`src/rtl/instr_prefetch_queue_pkg.sv`:
```
// Shared widths, the assembled-instruction record and the halfword pop encoding
// used by the AAP instruction prefetch queue.
package instr_prefetch_queue_pkg;

    localparam int INSTR_ADDR_W = 20;
    localparam int HALF_W       = 16;
    localparam int INSTR_W      = 32;
    localparam int IS32_BIT     = 15;

    typedef logic [INSTR_ADDR_W-1:0] pc_t;
    typedef logic [HALF_W-1:0]       half_t;

    typedef struct packed {
        logic [INSTR_W-1:0] data;
        pc_t                pc;
        logic               is32;
    } instr_t;

    typedef enum logic [1:0] {
        POP_NONE = 2'd0,
        POP_ONE  = 2'd1,
        POP_TWO  = 2'd2
    } pop_e;

    function automatic logic half_is32(input half_t hw);
        return hw[IS32_BIT];
    endfunction

endpackage

```
`src/rtl/instr_prefetch_queue_if.sv`:
```
// Memory read, redirect and decoder handshake bundle of the prefetch queue.
// master = prefetch queue side, slave = memory/execute/decoder side.
interface instr_prefetch_queue_if;
    import instr_prefetch_queue_pkg::*;

    logic               mem_rd_en;
    pc_t                mem_rd_addr;
    half_t              mem_rd_data;
    logic               redirect_valid;
    pc_t                redirect_pc;
    logic               instr_valid;
    logic               instr_ready;
    logic [INSTR_W-1:0] instr_data;
    pc_t                instr_pc;
    logic               instr_is32;

    modport master (
        output mem_rd_en, mem_rd_addr, instr_valid, instr_data, instr_pc, instr_is32,
        input  mem_rd_data, redirect_valid, redirect_pc, instr_ready
    );

    modport slave (
        input  mem_rd_en, mem_rd_addr, instr_valid, instr_data, instr_pc, instr_is32,
        output mem_rd_data, redirect_valid, redirect_pc, instr_ready
    );

endinterface

```
`src/rtl/instr_prefetch_queue_prefetch_fifo.sv`:
```
// Circular halfword buffer: one push per cycle, pops of 0/1/2 halfwords,
// synchronous clear; exposes the head word and the word behind it.
module prefetch_fifo
    import instr_prefetch_queue_pkg::*;
#(
    parameter int DEPTH = 4
) (
    input  logic                   clock,
    input  logic                   reset,
    input  logic                   push,
    input  half_t                  push_data,
    input  pop_e                   pop,
    input  logic                   clear,
    output half_t                  head_word,
    output half_t                  next_word,
    output logic [$clog2(DEPTH):0] count
);

    localparam int PTR_W = $clog2(DEPTH);
    localparam int CNT_W = PTR_W + 1;

    half_t              buf_mem [DEPTH];
    logic [PTR_W-1:0]   head_ptr;
    logic [PTR_W-1:0]   tail_ptr;
    logic [CNT_W-1:0]   pop_amt;

    assign pop_amt = CNT_W'(pop);

    always_ff @(posedge clock or negedge reset) begin
        if (!reset) begin
            head_ptr <= '0;
            tail_ptr <= '0;
            count    <= '0;
        end else if (clear) begin
            head_ptr <= '0;
            tail_ptr <= '0;
            count    <= '0;
        end else begin
            if (push) begin
                tail_ptr <= tail_ptr + PTR_W'(1);
            end
            head_ptr <= head_ptr + PTR_W'(pop);
            count    <= count + CNT_W'(push) - pop_amt;
        end
    end

    // Storage carries no reset; only the pointers and count define what is live.
    always_ff @(posedge clock) begin
        if (push && !clear) begin
            buf_mem[tail_ptr] <= push_data;
        end
    end

    assign head_word = buf_mem[head_ptr];
    assign next_word = buf_mem[head_ptr + PTR_W'(1)];

    fifo_no_overflow: assert property (@(posedge clock) disable iff (!reset)
        clear || ({1'b0, count} + (CNT_W+1)'(push) <= (CNT_W+1)'(DEPTH) + {1'b0, pop_amt}));

    fifo_no_underflow: assert property (@(posedge clock) disable iff (!reset)
        clear || (pop_amt <= count));

endmodule

```
`src/rtl/instr_prefetch_queue.sv`:
```
// AAP instruction prefetch queue: streams halfwords from instruction memory and
// presents complete 16/32-bit instructions with their PC to the decoder.
module instr_prefetch_queue
    import instr_prefetch_queue_pkg::*;
#(
    parameter int  DEPTH    = 4,
    parameter pc_t RESET_PC = 20'h00000
) (
    input  logic                  clock,
    input  logic                  reset,
    instr_prefetch_queue_if.master bus
);

    localparam int CNT_W = $clog2(DEPTH) + 1;

    pc_t              fetch_pc;
    pc_t              head_pc;
    logic             inflight;
    logic             issue;
    logic [CNT_W-1:0] count;
    half_t            head_word;
    half_t            next_word;
    logic             has_one;
    logic             has_two;
    logic             head_is32;
    logic             head_valid;
    pop_e             pop;
    instr_t           head_instr;

    prefetch_fifo #(.DEPTH(DEPTH)) u_fifo (
        .clock     (clock),
        .reset     (reset),
        .push      (inflight),
        .push_data (bus.mem_rd_data),
        .pop       (pop),
        .clear     (bus.redirect_valid),
        .head_word (head_word),
        .next_word (next_word),
        .count     (count)
    );

    // Credit counts queued plus in-flight words; same-cycle pops are not credited.
    assign issue = ((count + CNT_W'(inflight)) < CNT_W'(DEPTH)) && !bus.redirect_valid;

    assign has_one    = (count != '0);
    assign has_two    = (count >= CNT_W'(2));
    assign head_is32  = has_one && half_is32(head_word);
    assign head_valid = !bus.redirect_valid && (head_is32 ? has_two : has_one);

    assign pop = !(head_valid && bus.instr_ready) ? POP_NONE :
                 head_is32                        ? POP_TWO  : POP_ONE;

    always_comb begin
        head_instr      = '0;
        head_instr.pc   = head_pc;
        head_instr.is32 = head_is32;
        if (has_one) begin
            head_instr.data[HALF_W-1:0] = head_word;
        end
        if (head_is32 && has_two) begin
            head_instr.data[INSTR_W-1:HALF_W] = next_word;
        end
    end

    always_ff @(posedge clock or negedge reset) begin
        if (!reset) begin
            fetch_pc <= RESET_PC;
            head_pc  <= RESET_PC;
            inflight <= 1'b0;
        end else if (bus.redirect_valid) begin
            fetch_pc <= bus.redirect_pc;
            head_pc  <= bus.redirect_pc;
            inflight <= 1'b0;
        end else begin
            inflight <= issue;
            if (issue) begin
                fetch_pc <= fetch_pc + pc_t'(1);
            end
            head_pc <= head_pc + pc_t'(pop);
        end
    end

    // The empty queue would otherwise request a read while reset is held.
    assign bus.mem_rd_en   = issue && reset;
    assign bus.mem_rd_addr = fetch_pc;

    assign bus.instr_valid = head_valid;
    assign bus.instr_data  = head_instr.data;
    assign bus.instr_pc    = head_instr.pc;
    assign bus.instr_is32  = head_instr.is32;

endmodule

```
`src/flat_wrapper.sv`:
```
// flat-port wrapper written by rule: the top's interface ports become plain ports
module instr_prefetch_queue_flat import instr_prefetch_queue_pkg::*;
#(
    parameter int  DEPTH    = 4,
    parameter pc_t RESET_PC = 20'h00000
)
  (clock, reset, bus_mem_rd_en, bus_mem_rd_addr, bus_instr_valid, bus_instr_data, bus_instr_pc, bus_instr_is32, bus_mem_rd_data, bus_redirect_valid, bus_redirect_pc, bus_instr_ready);
  instr_prefetch_queue_if bus_i ();
  input  logic clock;
  input  logic reset;
  output wire logic [$bits(bus_i.mem_rd_en)-1:0] bus_mem_rd_en;
  output wire logic [$bits(bus_i.mem_rd_addr)-1:0] bus_mem_rd_addr;
  output wire logic [$bits(bus_i.instr_valid)-1:0] bus_instr_valid;
  output wire logic [$bits(bus_i.instr_data)-1:0] bus_instr_data;
  output wire logic [$bits(bus_i.instr_pc)-1:0] bus_instr_pc;
  output wire logic [$bits(bus_i.instr_is32)-1:0] bus_instr_is32;
  input wire logic [$bits(bus_i.mem_rd_data)-1:0] bus_mem_rd_data;
  input wire logic [$bits(bus_i.redirect_valid)-1:0] bus_redirect_valid;
  input wire logic [$bits(bus_i.redirect_pc)-1:0] bus_redirect_pc;
  input wire logic [$bits(bus_i.instr_ready)-1:0] bus_instr_ready;
  assign bus_mem_rd_en = bus_i.mem_rd_en;
  assign bus_mem_rd_addr = bus_i.mem_rd_addr;
  assign bus_instr_valid = bus_i.instr_valid;
  assign bus_instr_data = bus_i.instr_data;
  assign bus_instr_pc = bus_i.instr_pc;
  assign bus_instr_is32 = bus_i.instr_is32;
  assign bus_i.mem_rd_data = bus_mem_rd_data;
  assign bus_i.redirect_valid = bus_redirect_valid;
  assign bus_i.redirect_pc = bus_redirect_pc;
  assign bus_i.instr_ready = bus_instr_ready;
  instr_prefetch_queue #(.DEPTH(DEPTH), .RESET_PC(RESET_PC)) u_core (.clock(clock), .reset(reset), .bus(bus_i));
endmodule
```
`config.mk`:
```
export PLATFORM = sky130hd
export DESIGN_NAME = instr_prefetch_queue_flat
export DESIGN_NICKNAME = d
export VERILOG_FILES = /design/src/rtl/instr_prefetch_queue_pkg.sv /design/src/rtl/instr_prefetch_queue_if.sv /design/src/rtl/instr_prefetch_queue_prefetch_fifo.sv /design/src/rtl/instr_prefetch_queue.sv /design/src/flat_wrapper.sv
export SDC_FILE = /design/constraint.sdc
export NUM_CORES = 1
export LEC_CHECK = 0
export CORE_MARGIN = 2
export CORE_UTILIZATION = 50
export CTS_BUF_LIST = sky130_fd_sc_hd__clkbuf_8
export DETAILED_ROUTE_END_ITERATION = 8
export PLACE_DENSITY = 0.79
export SYNTH_ARGS = -nofsm -noshare
export SYNTH_HDL_FRONTEND = slang
export SYNTH_HIERARCHICAL = 1
export SYNTH_SLANG_ARGS = --single-unit
```
`constraint.sdc`:
```
create_clock -name clock -period 7.24 [get_ports clock]
set_input_delay 0.724 -clock clock [delete_from_list [all_inputs] [get_ports clock]]
set_output_delay 0.724 -clock clock [all_outputs]
set_load 0.005 [all_outputs]
```
==> key figures <==
Outcome
  – Outcome: completed

Route
  – DR iter-0 viols: 405
  – Post-route ant nets: 0
  – Vias: 4139
  – DR DRC count: 0
  – Post-Route WL: 13.2 mm
  – Vias per cell: 5.98
  – Post-DR wirelength/cell: 19.0 um
  – Drt pass-1 iters: 5

Synthesis
  – Post-Syn Area: 5760 sq um
  – Most used DFF post-synth: edfxtp_1
  – Synth Net Count: slightly below 500
  – Top-count cell post-synth: edfxtp_1
  – Syn avg cell area: ~13 sq um
  – Synth Area in XOR/XNOR: 0.0321
  – Share of the synthesized area in the top cell type: 0.333
  – Seq/Total Area, Yosys: 0.542
  – Mux share of post-synthesis cell area: 0.129
  – Largest area contributor in the netlist: edfxtp_1
  – Post-Synth Simple-Gate Area: 0.157
  – Largest family of logic cells by synthesized area: simple AND/OR/NAND/NOR gates
  – Register bit count reported by yosys: 112
  – Number of flops mapped to enable cells by yosys: 64
  – Cells after Synth: 436
  – Compound-Gate Fraction of Synth Area: 0.0723
  – Top post-synthesis cells by count: edfxtp_1 (64), dfrtp_1 (48), mux4_2 (29)
  – Main area contributors after synthesis: edfxtp_1 (33%), dfrtp_1 (21%), mux4_2 (11%), and2_1 (2.4%), ha_1 (2.4%)
  – Fraction of registers with async set/reset: 0.429
  – Post-Synth Adder-Cell Area: 0.0308
  – Yosys cell types: 47
  – Synth warn: 6

Clocking
  – H-tree levels: 3
  – Worst skew pair latency: 360 ps
  – Cts repair resizes: 0
  – CTS hold repair buffers: 0
  – Clock root cell: clkbuf_8
  – Number of post-CTS setup repair buffers: 0
  – CTS Sinks: roughly 110
  – CTS Buffer Depth: 2
  – CTS tree: yes
  – CTS clk-pin slew, worst paths: 100 ps
  – TritonCTS Buffers: 9

Worst setup path
  – Slowest CP cell: dfrtp_2
  – CP Data Required Time: 7530 ps
  – Slowest cell delay on critical path: 1060 ps
  – CP Capture Type: flop
  – Critical path class: flop to flop
  – CP arrival: ~5000 ps
  – CP delay by family, top: simple AND/OR/NAND/NOR gates
  – CP bufs+invs: 1
  – Crit-path cells: mux4_1 -> nand2b_1 -> a21oi_1 -> nand2_1 -> nor2_1 -> ha_1 -> inv_1 -> fa_1 -> nand3b_1 -> or3_2 -> or3_1 -> a31oi_1
  – Max FO, Critical Path: 33
  – Startpoint Class: flop

GRT
  – Number of global-route vias before repair: 4075
  – Global-route wire length before repair: 20.9 mm
  – Largest net degree at the start of global routing: 50
  – GRT Total Usage: 0.214
  – Initial antenna violation count: 0
  – Grt total ovfl: 0

Final layout
  – N_diodes: 0
  – Layout cells sized above 1: 0.100
  – Area growth syn-to-layout: 24.4%
  – Nets: 597

Placed design
  – Port Buffers: roughly 110
  – Routability cong.: 0.877
  – Post-DP HPWL: 9.28 mm

STA
  – Sum Neg Setup Slack: 0 ps
  – Slew Viols, Final: 0
  – RSZ-0062 raised after global routing: false
  – Clock period minus final worst setup slack: 4680 ps
  – Max Clock Skew: 9.71 ps
  – Fmax achieved: about 0.21 GHz
  – Relative slew slack: 0.206
  – Worst-margin pin slew: 1180 ps
  – Count of final hold-check violations: 0
  – Final period util: 0.647
  – Final setup fails: 0

Floorplan
  – Die area: 12400 sq um
  – Core area: around 11000 sq um
  – I/O pins: 115
  – Starting Density: 0.509
  – Die Y: 111 um
  – Chip Width: 111 um
  – Row cnt: 39

Pwr
  – Maximum VDD drop: 173 uV
  – P_leak: 0.00249 uW
  – Pwr dens: 256 nW/um^2
  – Tot Pwr: 1840 uW

Worst hold path
  – Hold crit path type: input port to async pin

Flow run
  – Max-Cap Viols: 0
per-layer routing:
metal	GRT usage	routed length, um	vias to the layer above
met3	0.0327	873	20
met1	0.280	5310	2041
met5	0	0	-
li1	-	-	1888
met2	0.365	6730	190
met4	0.0798	236	0
flip-flops by register name, indices dropped and copies added, names as in the netlist:
| register | count |
|---|---|
| u_core/bus.instr_pc | 20 |
| u_core/bus.mem_rd_addr | 20 |
| u_core/inflight | 1 |
| u_core/u_fifo/buf_mem | 64 |
| u_core/u_fifo/count | 3 |
| u_core/u_fifo/head_ptr | 2 |
| u_core/u_fifo/tail_ptr | 2 |
where the power goes:
part / switching (uW) / total [uW] / internal (uW)
clock network: 206 / 366 / 160
registers: 80.6 / 823 / 743
logic: 281 / 648 / 367
stage by stage:
step	setup slack (ps)	hold slack (ps)	area, sq um	std cells	util
2_1_floorplan	3660	428	5760	436	-
3_3_place_gp	2830	557	6980	676	0.616
3_5_place_dp	2630	585	6980	676	0.616
4_1_cts	2540	454	7170	692	0.634
5_1_grt	2220	485	7170	692	0.634
6_report	2560	452	7170	692	0.634
area by class of cell:
class | count | area, sq um
Inverter | 18 | 67.6
Sequential cell | 112 | 3120
Fill cell | 878 | 4150
Multi-Input combinational cell | 285 | 2440
Timing Repair Buffer | 118 | 1170
Clock buffer | 9 | 124
Clock inverter | 7 | 71.3
Tap cell | 143 | 179
cells by family (layout without fill, tap and decap cells):
family / count (synthesis) / count (layout)
AND/OR/NAND/NOR: 157 / 157
multiplexers: 33 / 33
AO/OA/AOI/OAI: 64 / 64
adder cells (fa/ha/maj): 13 / 13
flip-flops: 112 / 112
XOR/XNOR: 18 / 18
buffers and inverters: 39 / 152
cells in the final DEF, fill, tap and decap left out, drive strengths merged, types with 13 or more instances in the layout:
cell	netlist	routed
inv	18	19
dfrtp	48	48
nor2	23	23
mux4	32	32
a31oi	17	17
nand2	17	17
clkdlybuf4s50	0	113
nand3	14	14
edfxtp	64	64
nor2b	21	21
and2	22	22
a21oi	14	14
xnor2	13	13
worst register-to-register path, delay by kind of cell, from the launching register on:
| kind | cells | cell delay (ps) |
|---|---|---|
| AO/OA/AOI/OAI | 2 | 410 |
| AND/OR/NAND/NOR | 6 | 1670 |
| buffers and inverters | 1 | 70 |
| multiplexers | 1 | 720 |
| adder cells (fa/ha/maj) | 2 | 690 |
| flip-flops | 1 | 1060 |
path summary, 6_finish.rpt:
check,startpoint,endpoint,slack (ps),depth (start not counted)
setup reg to reg,u_core/u_fifo/head_ptr[1]$_DFF_PN0_,u_core/bus.instr_pc[18]$_DFF_PN0_,2560,12
hold / removal,reset,u_core/bus.instr_pc[9]$_DFF_PN0_,450,2
min in group clock,u_core/bus.mem_rd_addr[6]$_DFFE_PN0P_,u_core/bus.mem_rd_addr[6]$_DFFE_PN0P_,610,2
hold reg to reg,u_core/bus.mem_rd_addr[6]$_DFFE_PN0P_,u_core/bus.mem_rd_addr[6]$_DFFE_PN0P_,610,2
max in group asynchronous,reset,u_core/u_fifo/head_ptr[1]$_DFF_PN0_,6330,2
setup / recovery,u_core/u_fifo/head_ptr[1]$_DFF_PN0_,u_core/bus.instr_pc[18]$_DFF_PN0_,2560,12
(Power assumes the default switching activity.)
